## src/rtl/riscv_lsu.sv

```systemverilog
// Load/store unit: one valid/ready request plus one response beat per access on a 64-bit bus.
// Optional LSU_MISALIGN_TRAP_EN: misaligned accesses are trapped instead of being force-aligned.
module riscv_lsu #(
    parameter int XLEN   = 64,
    parameter int STRB_W = XLEN / 8
) (
    input  logic              clk,
    input  logic              rst_n,
    input  logic              mem_read,
    input  logic              mem_write,
    input  logic [2:0]        funct3,
    input  logic [XLEN-1:0]   addr,
    input  logic [XLEN-1:0]   wdata,
    output logic              lsu_stall,
    output logic [XLEN-1:0]   load_data,
    output logic              misalign_err,
    output logic              req_valid,
    input  logic              req_ready,
    output logic              req_we,
    output logic [XLEN-1:0]   req_addr,
    output logic [STRB_W-1:0] req_wstrb,
    output logic [XLEN-1:0]   req_wdata,
    input  logic              rsp_valid,
    input  logic [XLEN-1:0]   rsp_rdata
);
    localparam int OFF_W = $clog2(STRB_W);

    typedef enum logic [1:0] {IDLE, REQ, WAIT, DONE} state_t;

    state_t            state;
    logic [2:0]        f3_q;
    logic [OFF_W-1:0]  off_q;
    logic              mis_q;

    logic [OFF_W-1:0]  off_raw, off_nat, off_mask;
    logic [STRB_W-1:0] strb_base, strb;
    logic [XLEN-1:0]   wdata_sh, rsp_sh, ld_ext;
    logic              mis;
    logic              start;

    assign start   = mem_read | mem_write;
    assign off_raw = addr[OFF_W-1:0];

    // funct3[1:0] encodes the access size for both loads and stores; 111 falls into the D case.
    always_comb begin
        off_mask  = '0;
        strb_base = '0;
        case (funct3[1:0])
            2'b00: begin off_mask = '0;           strb_base = STRB_W'(8'h01); end
            2'b01: begin off_mask = OFF_W'(1);    strb_base = STRB_W'(8'h03); end
            2'b10: begin off_mask = OFF_W'(3);    strb_base = STRB_W'(8'h0F); end
            default: begin off_mask = '1;         strb_base = '1;             end
        endcase
        off_nat  = off_raw & ~off_mask;
        strb     = strb_base << off_nat;
        wdata_sh = wdata << {off_nat, 3'b000};
    end

`ifdef LSU_MISALIGN_TRAP_EN
    assign mis = (off_raw & off_mask) != '0;
`else
    assign mis = 1'b0;
`endif

    always_comb begin
        rsp_sh = rsp_rdata >> {off_q, 3'b000};
        case (f3_q)
            3'b000:  ld_ext = {{(XLEN-8){rsp_sh[7]}},   rsp_sh[7:0]};
            3'b001:  ld_ext = {{(XLEN-16){rsp_sh[15]}}, rsp_sh[15:0]};
            3'b010:  ld_ext = {{(XLEN-32){rsp_sh[31]}}, rsp_sh[31:0]};
            3'b100:  ld_ext = {{(XLEN-8){1'b0}},        rsp_sh[7:0]};
            3'b101:  ld_ext = {{(XLEN-16){1'b0}},       rsp_sh[15:0]};
            3'b110:  ld_ext = {{(XLEN-32){1'b0}},       rsp_sh[31:0]};
            default: ld_ext = rsp_sh;
        endcase
    end

    assign lsu_stall    = ((state == IDLE) && start) || (state == REQ) || (state == WAIT);
    assign misalign_err = mis_q;

    always_ff @(posedge clk or negedge rst_n) begin
        if (!rst_n) begin
            state     <= IDLE;
            f3_q      <= '0;
            off_q     <= '0;
            mis_q     <= 1'b0;
            req_valid <= 1'b0;
            req_we    <= 1'b0;
            req_addr  <= '0;
            req_wstrb <= '0;
            req_wdata <= '0;
            load_data <= '0;
        end else begin
            case (state)
                IDLE: if (start) begin
                    if (mis) begin
                        // Trapped access never reaches the bus.
                        mis_q     <= 1'b1;
                        load_data <= '0;
                        state     <= DONE;
                    end else begin
                        f3_q      <= funct3;
                        off_q     <= off_nat;
                        req_we    <= mem_write;
                        req_addr  <= {addr[XLEN-1:OFF_W], {OFF_W{1'b0}}};
                        req_wstrb <= mem_write ? strb : '0;
                        req_wdata <= mem_write ? wdata_sh : '0;
                        req_valid <= 1'b1;
                        state     <= REQ;
                    end
                end
                REQ: if (req_ready) begin
                    req_valid <= 1'b0;
                    state     <= WAIT;
                end
                WAIT: if (rsp_valid) begin
                    if (!req_we) load_data <= ld_ext;
                    state <= DONE;
                end
                default: begin
                    mis_q <= 1'b0;
                    state <= IDLE;
                end
            endcase
        end
    end
endmodule

```

## config.mk

```make
export PLATFORM = sky130hd
export DESIGN_NAME = riscv_lsu
export DESIGN_NICKNAME = d
export VERILOG_FILES = /design/src/rtl/riscv_lsu.sv
export SDC_FILE = /design/constraint.sdc
export NUM_CORES = 1
export LEC_CHECK = 0
export BUFFER_PORTS_ARGS = -buffer_cell sky130_fd_sc_hd__buf_2
export CAP_MARGIN = 20
export CORE_MARGIN = 1.5
export CORE_UTILIZATION = 40
export DETAILED_ROUTE_END_ITERATION = 10
export PLACE_DENSITY = 0.66
export SLEW_MARGIN = 40
export SYNTH_ARGS = -nofsm -noshare
export SYNTH_HDL_FRONTEND = slang
export SYNTH_SLANG_ARGS = --single-unit
```

## constraint.sdc

```tcl
create_clock -name clk -period 2.25 [get_ports clk]
set_clock_uncertainty 0.15 [all_clocks]
set_input_delay 0.675 -clock clk [delete_from_list [all_inputs] [get_ports clk]]
set_output_delay 0.675 -clock clk [all_outputs]
set_load 0.02 [all_outputs]
```

Yosys cells after proc, flatten, opt, wreduce, memory -nomap -nowiden:

Cells that the tools add are included.

* equality and inequality tests: 12
* shift operators: 3
* muxes and demuxes: 12
* bitwise operators: 4
* reduce and logical (&&, ||, !) cells: 11

Operator list (number)
* 64-bit case mux with 6 select lines: 1
* 64-bit 2-to-1 mux: 1
* 64-bit by 6-bit left shift with 64-bit output: 1
* 64-bit by 6-bit right shift with 64-bit output: 1
* 8-bit case mux with 3 select lines: 1
* 3-bit == test, second input constant: 3
* 3-bit case mux with 3 select lines: 1
* 3-bit AND reduction: 3
* 8-bit 2-to-1 mux: 1
* 8-bit by 3-bit left shift with 8-bit output: 1
* 2-bit 2-to-1 mux: 3
* 2-bit inequality test, second input constant: 3
* 2-bit case mux with 3 select lines: 1
* 2-bit by 1-bit == test with 1-bit output, second input constant: 2
* 2-bit == test, second input constant: 2
* 2-bit zero test: 2
* 3-bit bitwise AND: 1
* 3-bit by 1-bit == test with 1-bit output, second input constant: 1
* 3-bit by 2-bit == test with 1-bit output, second input constant: 1
* 3-bit zero test: 1
* 3-bit inverter: 1
* 1-bit logical OR: 2
* 1-bit 2-to-1 mux: 2
* 1-bit case mux with 2 select lines: 1
* other kinds (5): 5

* bits in registers: 207
* bits of input ports: 201
* output and inout bits: 204
* logic and storage cells: 51

Depth between registers and ports, before layout:

Gate-level depths: netlist of the first run.

* depth in word-level cells: 6
* gate-level depth with buffers: 8
* depth with buffers taken out: 7

Worst setup path after synthesis of the first run:

Ideal clock, no wire load.

* path type: input to register
* start point: in funct3[1]
* end point: reg req_wdata[57]
* setup time: 133 ps
* data arrival time: 2145 ps
* data required time: 1967 ps
* slack: -179 ps
* stages: 5
* path buffers: 1
* path through: nor3b_2 buf_6 mux4_2 mux2i_1 o21ai_0

* longest elaborated chain between the ends: 6
* elaborated cells between the ends (all ways): 8
* classes of those cells: 2 x eq/ne; 1 x shift; 2 x mux; 2 x bitwise; 1 x reduce/logical

Ends and longest elaborated chain
* start: declaration: RTL line 11 `input logic [2:0] funct3,`
* 2-bit == test, or another cell as far along: RTL line 48 `case (funct3[1:0])`
* 3-bit case mux with 3 select lines *: RTL line 48
* 3-bit inverter *: RTL line 54 `off_nat = off_raw & ~off_mask;`
* 3-bit bitwise AND *: RTL line 54
* 64-bit by 6-bit left shift with 64-bit output *: RTL line 56 `wdata_sh = wdata << {off_nat, 3'b000};`
* 64-bit 2-to-1 mux *: RTL line 107 `req_wdata <= mem_write ? wdata_sh : '0;`
* end signal: assignment: RTL line 107
* end: declaration: RTL line 22 `output logic [XLEN-1:0] req_wdata,`

Mark *: on every way between the ends. The rest lies on a longest branch, timed or not.
A chain may end at the register's enable or synchronous reset.

Final worst setup path of the first run:

* start point: reg state[1]
* end point: out lsu_stall

* longest elaborated chain between the ends: 4
* elaborated cells between the ends (all ways): 6
* classes of those cells: 2 x eq/ne; 4 x reduce/logical

Ends and longest elaborated chain
* start: declaration: RTL line 30 `state_t state;`
* start signal: assignment: RTL line 83 `state <= IDLE;`
* start signal: assignment: RTL line 100 `state <= DONE;`
* start signal: assignment: RTL line 109 `state <= REQ;`
* 2-bit zero test: RTL line 78 `assign lsu_stall = ((state == IDLE) && start) || (state == REQ) || (state == WAIT);`
* 1-bit logical AND: RTL line 78
* 1-bit logical OR: RTL line 78
* 1-bit logical OR *: RTL line 78
* end: declaration: RTL line 14 `output logic lsu_stall,`

Marks and branches as above.

==> implementation parameters, run 1 <==
Parameter                              Value

Run status
  Result of the run    finished, violations left
  Violated checks    setup timing

Job
  Number of maximum-capacitance constraint violations    0

STA
  Worst max-slew margin expressed relative to the limit    0.536
  Tightest hold margin    0.188 ns
  Hold Violations, Final    0
  Sum of negative setup slack    -2.26 ns
  # setup viols final    26
  Slew at the pin with the worst max-slew slack    0.696 ns
  Ratio of final minimum period to clock period    1.13
  Final number of max-transition violations    0
  Crit path time final    2.54 ns
  Fmax    394 MHz
  Crit path setup slack, layout    -0.287 ns
  Unrepaired setup endpoints after global routing    true

Yosys
  Yosys warning total    0
  Post-synthesis instance area    11300 um^2
  Synth Register Bits    207
  Fraction of synthesis flops using an asynchronous set or reset pin    1.00
  Gate Count Post-Synth    1177
  Number of distinct library cell variants in the gate-level netlist after synthesis    51
  Post-synth top flop    sky130_fd_sc_hd__dfrtp_1
  Mean instance size in the synthesized netlist    9.60 um^2
  Number of enable flip-flop cells after synthesis    0
  Sequential-to-total area share from yosys stat    0.459

Detailed routing
  Post-detailed-route wirelength per cell    20.2 um
  Via count    11100
  Via density per instance    5.37
  Wire length after detailed routing    41.7 mm
  Drc violations    0
  ANT nets after route    0
  Iteration-0 DRC count of the detailed router    727
  Count of TritonRoute iterations in the first routing pass    5

Floorplan
  Core Region    27800 um^2
  Starting Density    0.407
  Number of rows created at floorplan    61
  Die ar.    29300 um^2
  Vert. Die Dim    171 um
  I/O pin cnt    405
  Die W    171 um

Critical path
  Capture point of the worst reg-to-reg path    load_data[38]$_DFFE_PN0P_
  Sequence of cells on the critical path    inv_2 -> buf_6 -> ha_4 -> or3_4 -> buf_6
  Worst Setup Start Kind    flop
  Arr. time, crit path    1.71 ns
  Cell occurring most often along the worst timing path    sky130_fd_sc_hd__buf_6
  Worst Reg2Reg Path Length in Cells    8
  Data required time of the worst path    1.42 ns
  Worst setup EP type    primary output
  Reg2reg start    off_q[1]$_DFFE_PN0P_
  Slowest CP cell    sky130_fd_sc_hd__or3_4
  CP peak stage delay    0.37 ns
  R2R setup slack    -0.11 ns
  Maximum fanout encountered on the critical timing path    2
  Type of the worst setup path    reg -> out

Min path
  Endpoint, Worst Hold    req_addr[56]$_DFFE_PN0P_
  Cells on Worst Hold Path    3
  Path category of the worst min-delay check    in -> reg
  Startpoint of the worst hold path    addr[56]

Cells and area
  Post-Route Utilization    0.572
  Layout overhead on the synthesized area    40.8%
  Layout cells sized above 1    0.420
  Net total in the final layout    1872
  Cell Count, Final, Fillers Out    2064

Clocking
  Clock Pin Slew Worst Setup and Hold Paths    0.06 ns
  Clock buffers created by TritonCTS    24
  TritonCTS clock tree    built
  Clock network latency to the later pin of the worst-skew pair    0.52 ns
  Number of clock sinks seen by CTS    207
  Htree depth    1
  Buffer levels on the longest clock path    3
  Root buffer cell    sky130_fd_sc_hd__clkbuf_16

GRT
  Initial antenna violation count    4
  Pin count of the biggest net entering global routing    68
  Global-route usage over all layers    0.278
  Overflow left after global routing    0
  Via count of the first global-routing pass    11100
  First-pass GRT wire length    62.3 mm

Pwr
  Worst supply voltage drop on vdd    770 uV
  Lkg Pwr    0.00783 uW
  Power per standard cell area    1490 nW/um^2

Placed design
  RD Place Congestion    0.957
  Total placed cells including tap cells    2003
  Quantity of I/O buffers inserted on ports    400
  Setup WS pre-CTS    -0.239 ns
  Detailed Place HPWL    31.5 mm
[critical path, delay by kind of cell (launching register included)]
family                     cells  cell delay (ns)
buffers and inverters          3             0.33
and+or+nand+nor                1             0.37
adders and majority gates      1             0.15
DFF                            1             0.36
[cell families after synthesis]
| group | share of synthesized area |
|---|---|
| adder cells (fa/ha/maj) | 0.00332 |
| flip-flops | 0.459 |
| other | 0.000332 |
| buffers and inverters | 0.0447 |
| AO/OA/AOI/OAI | 0.166 |
| multiplexers | 0.161 |
| AND/OR/NAND/NOR | 0.167 |
[synth_stat cells, drive strengths merged, types with 2 or more instances]
library cell    n  share of area
a211oi         15          0.010
nor4            2         0.0022
o22ai          11         0.0061
o21ai          68          0.030
a21oi          43          0.019
mux2i          98          0.087
mux4           27          0.054
nand2         329           0.11
nor2b          10         0.0055
buf            38          0.024
inv             9         0.0030
or2             8         0.0044
a21o            2         0.0013
nand2b          9         0.0050
a32o            4         0.0035
dfrtp         207           0.46
ha              3         0.0033
o32a            8         0.0071
or3             2         0.0011
a32oi           3         0.0023
o2bb2ai        10         0.0078
o31ai           6         0.0040
o211ai          3         0.0020
a22o           22          0.017
nand3           3         0.0013
mux2           20          0.020
nor2           93          0.032
a21boi          7         0.0047
clkbuf         53          0.018
a31oi          51          0.046
nor3            2         0.0019
[per-layer routing]
| layer | GRT usage | share of wire | wire (um) | up-vias |
|---|---|---|---|---|
| met4 | 0.110 | 0.042 | 1760 | 2 |
| met2 | 0.492 | 0.49 | 20600 | 514 |
| met3 | 0.0685 | 0.086 | 3570 | 106 |
| li1 | - | - | - | 5097 |
| met1 | 0.324 | 0.38 | 15800 | 5372 |
| met5 | 0 | 0.00031 | 13 | - |
[area by class of cell]
type                            instances  area [um^2]
Tap cell                              378          473
Antenna cell                            4         10.0
Clock inverter                          5         55.1
Sequential cell                       207         5180
Timing Repair Buffer                  553         3450
Fill cell                            2559        11900
Clock buffer                           35          713
Inverter                               10         37.5
Multi-Input combinational cell        872         5980
[report_power, final]
part	switching, uW	total [uW]	internal, uW	leakage (uW)
Combinational	8010	13200	5170	0.00490
Sequential	1080	6600	5520	0.00256
Clock	1550	3840	2290	0.000372
[cells in the final DEF, fill, tap and decap left out, types with 10 or more instances in the layout]
master / n
sky130_fd_sc_hd__clkbuf_16: 26
sky130_fd_sc_hd__a21oi_1: 43
sky130_fd_sc_hd__mux2i_1: 94
sky130_fd_sc_hd__buf_12: 16
sky130_fd_sc_hd__mux2_2: 20
sky130_fd_sc_hd__a31oi_1: 21
sky130_fd_sc_hd__nor2_1: 88
sky130_fd_sc_hd__mux4_2: 27
sky130_fd_sc_hd__dfrtp_1: 204
sky130_fd_sc_hd__a22o_1: 22
sky130_fd_sc_hd__o2bb2ai_1: 10
sky130_fd_sc_hd__o21ai_0: 62
sky130_fd_sc_hd__nand2_1: 329
sky130_fd_sc_hd__a31oi_4: 25
sky130_fd_sc_hd__buf_4: 128
sky130_fd_sc_hd__a211oi_1: 15
sky130_fd_sc_hd__buf_2: 398
[registers in the layout, indices dropped and copies added (netlist names)]
register   flops
f3_q           3
load_data     64
off_q          3
req_addr      61
req_valid      1
req_wdata     64
req_we         1
req_wstrb      8
state          2
[stage by stage]
| stage | total power [uW] | instance area (um^2) |
|---|---|---|
| floorplan | 13900 | 11300 |
| global placement | 18300 | 14600 |
| detailed placement | 18500 | 14600 |
| CTS | 23100 | 15600 |
| global route | 25000 | 15900 |
| finish | 23600 | 15900 |
[worst max-delay path by stage]
stage / start / endpoint / slack (ns)
6_report: state[1]$_DFFE_PN0P_ / lsu_stall / -0.29
5_1_grt: state[1]$_DFFE_PN0P_ / lsu_stall / -0.36
2_1_floorplan: mem_write / lsu_stall / -0.06
4_1_cts: state[1]$_DFFE_PN0P_ / lsu_stall / -0.30
3_5_place_dp: funct3[1] / req_wdata[44]$_DFFE_PN0P_ / -0.24
3_3_place_gp: funct3[1] / req_wdata[44]$_DFFE_PN0P_ / -0.23
[repair_timing]
action                     4_1_cts  5_1_grt
hold endpoints to repair        33        0
hold buffers                     1        0
pin swaps                        6        7
gates resized for setup         22       40
buffers inserted                13        3
setup endpoints to repair       45       54
cloned                           2        1
No activity file was read; power rests on OpenSTA's default activity.
==> inputs of run 2 (changes only) <==
--- a/config.mk
+++ b/config.mk
@@ -11,6 +11,7 @@
 export CORE_UTILIZATION = 40
 export DETAILED_ROUTE_END_ITERATION = 10
 export PLACE_DENSITY = 0.66
+export SKIP_LAST_GASP = 1
 export SLEW_MARGIN = 40
 export SYNTH_ARGS = -nofsm -noshare
 export SYNTH_HDL_FRONTEND = slang
==> run 2 against run 1 <==
Effect of this change: the run still ends with setup timing left; global-route usage barely moved; critical path type unchanged; combinational power barely moved; sequential power barely moved; critical path depth did not move; die area did not move.
==> implementation parameters, run 2 (same netlist as run 1, synthesis figures left out) <==
Parameter                              Value

Run status
  Result of the run    finished, violations left
  Violated checks    setup timing

Detailed routing
  Via count    11100
  ANT nets after route    0
  Count of TritonRoute iterations in the first routing pass    5
  Via density per instance    5.36
  Drc violations    0
  Iteration-0 DRC count of the detailed router    711
  Wire length after detailed routing    41.7 mm
  Post-detailed-route wirelength per cell    20.2 um

Floorplan
  Starting Density    0.407
  Die W    171 um
  Vert. Die Dim    171 um
  I/O pin cnt    405
  Die ar.    29300 um^2
  Number of rows created at floorplan    61
  Core Region    27800 um^2

Critical path
  Worst setup EP type    primary output
  Type of the worst setup path    reg -> out
  CP peak stage delay    0.37 ns
  Sum of buffers and inverters on the critical path    3
  Data required time of the worst path    1.42 ns
  Cell occurring most often along the worst timing path    sky130_fd_sc_hd__buf_6
  Slowest CP cell    sky130_fd_sc_hd__or3_4
  Sequence of cells on the critical path    inv_2 -> buf_6 -> ha_4 -> or3_4 -> buf_6
  Maximum fanout encountered on the critical timing path    2
  Family of cells with the greatest summed delay on the critical path    simple AND/OR/NAND/NOR gates
  Arr. time, crit path    1.71 ns
  Worst Setup Start Kind    flop

Cells and area
  Net total in the final layout    1872
  Regs by FF count    load_data (64), req_wdata (64), req_addr (61)
  Final instance area    15900 um^2
  Cell Count, Final, Fillers Out    2064
  Layout cells sized above 1    0.419
  Layout overhead on the synthesized area    40.7%
  Most common library cell in the layout ignoring fill and taps    sky130_fd_sc_hd__buf_2
  Most used cells in the layout excluding fill and tap cells    sky130_fd_sc_hd__buf_2 (398), sky130_fd_sc_hd__nand2_1 (329), sky130_fd_sc_hd__dfrtp_1 (205)

Job
  Number of maximum-capacitance constraint violations    0

GRT
  Via count of the first global-routing pass    11000
  Global-route usage over all layers    0.278
  Pin count of the biggest net entering global routing    68
  Initial antenna violation count    4
  First-pass GRT wire length    62.3 mm
  Overflow left after global routing    0

Pwr
  Lkg Pwr    0.00783 uW
  Clock group share of total power    0.163
  P_sw    10600 uW
  Worst supply voltage drop on vdd    769 uV
  Final total power    23600 uW
  Internal Dissipation    13000 uW
  Combinational cell fraction of total power    0.558
  Net Sw Frac    0.451
  Power per standard cell area    1490 nW/um^2
  Reg power frac    0.280

STA
  Unrepaired setup endpoints after global routing    true
  Slew at the pin with the worst max-slew slack    0.705 ns
  Final number of max-transition violations    0
  Crit path setup slack, layout    -0.290 ns
  # setup viols final    26
  Hold Violations, Final    0
  Worst max-slew margin expressed relative to the limit    0.530
  Crit path time final    2.54 ns
  Ratio of final minimum period to clock period    1.13
  Fmax    394 MHz

Placed design
  RD Place Congestion    0.957
  Detailed Place HPWL    31.5 mm
  Post-place instance area    14600 um^2
  Total placed cells including tap cells    2003
  Quantity of I/O buffers inserted on ports    400
  Setup WS pre-CTS    -0.239 ns

Clocking
  Buffer levels on the longest clock path    3
  TritonCTS clock tree    built
  Clock Pin Slew Worst Setup and Hold Paths    0.06 ns
  Clock buffers created by TritonCTS    24
  Number of clock sinks seen by CTS    207
  Root buffer cell    sky130_fd_sc_hd__clkbuf_16
  Htree depth    1
  Clock network latency to the later pin of the worst-skew pair    0.52 ns

Min path
  Path category of the worst min-delay check    in -> reg
[run 2: worst paths after layout]
kind / startpoint / cells past startpoint / end / slack [ns]
setup / recovery: state[1]$_DFFE_PN0P_ / 5 / lsu_stall / -0.29
hold / removal: addr[56] / 3 / req_addr[56]$_DFFE_PN0P_ / 0.19
setup reg to reg: off_q[1]$_DFFE_PN0P_ / 8 / load_data[38]$_DFFE_PN0P_ / -0.12
hold reg to reg: req_addr[52]$_DFFE_PN0P_ / 2 / req_addr[52]$_DFFE_PN0P_ / 0.31
max in group asynchronous: rst_n / 3 / req_wdata[1]$_DFFE_PN0P_ / 0.85
min in group asynchronous: rst_n / 2 / load_data[33]$_DFFE_PN0P_ / 0.50
[run 2: stage by stage]
step           utilization  setup TNS (ns)  hold slack [ns]
6_report             0.572           -2.70            0.190
5_1_grt              0.572           -3.83            0.183
3_3_place_gp         0.525          -14.83            0.300
2_1_floorplan            -          -0.102            0.229
3_5_place_dp         0.525          -17.40            0.307
4_1_cts              0.562          -0.975            0.174
[run 2: cell type report]
cell class	count	area (um^2)
multi-input cells	872	5970
inverters	10	37.5
fillers	2564	11900
well taps	378	473
flip-flops and latches	207	5180
repair buffers	553	3450
diodes	4	10.0
clock inverters	5	55.1
clock buffers	35	713
[run 2: power by group through the flow]
stage	clock network, uW	registers, uW	logic [uW]
after CTS	3930	6590	12600
after floorplan	0	8550	5320
after detailed placement	0	6640	11800
final	3840	6600	13200
after global placement	0	6630	11700
after global routing	4080	6810	14100
[run 2: timing repair]
action	CTS	global route
setup endpoints to repair	45	54
hold buffers	1	0
pin swaps	6	6
buffers inserted	13	3
cloned	2	1
endpoints found under the hold margin	33	0
gates resized for setup	20	38
[run 2: layer usage]
| metal | vias up | track usage | share of wire |
|---|---|---|---|
| met5 | - | 0 | 0.00031 |
| met4 | 2 | 0.109 | 0.041 |
| met3 | 104 | 0.0682 | 0.087 |
| met2 | 499 | 0.491 | 0.49 |
| met1 | 5362 | 0.324 | 0.38 |
| li1 | 5101 | - | - |
[run 2: worst register-to-register path: cells and delay by family, from the launching register on]
family / cells / cell delay [ns]
compound gates: 2 / 0.42
buf+inv: 3 / 0.53
mux: 1 / 0.37
simple gates: 2 / 0.39
flops: 1 / 0.36
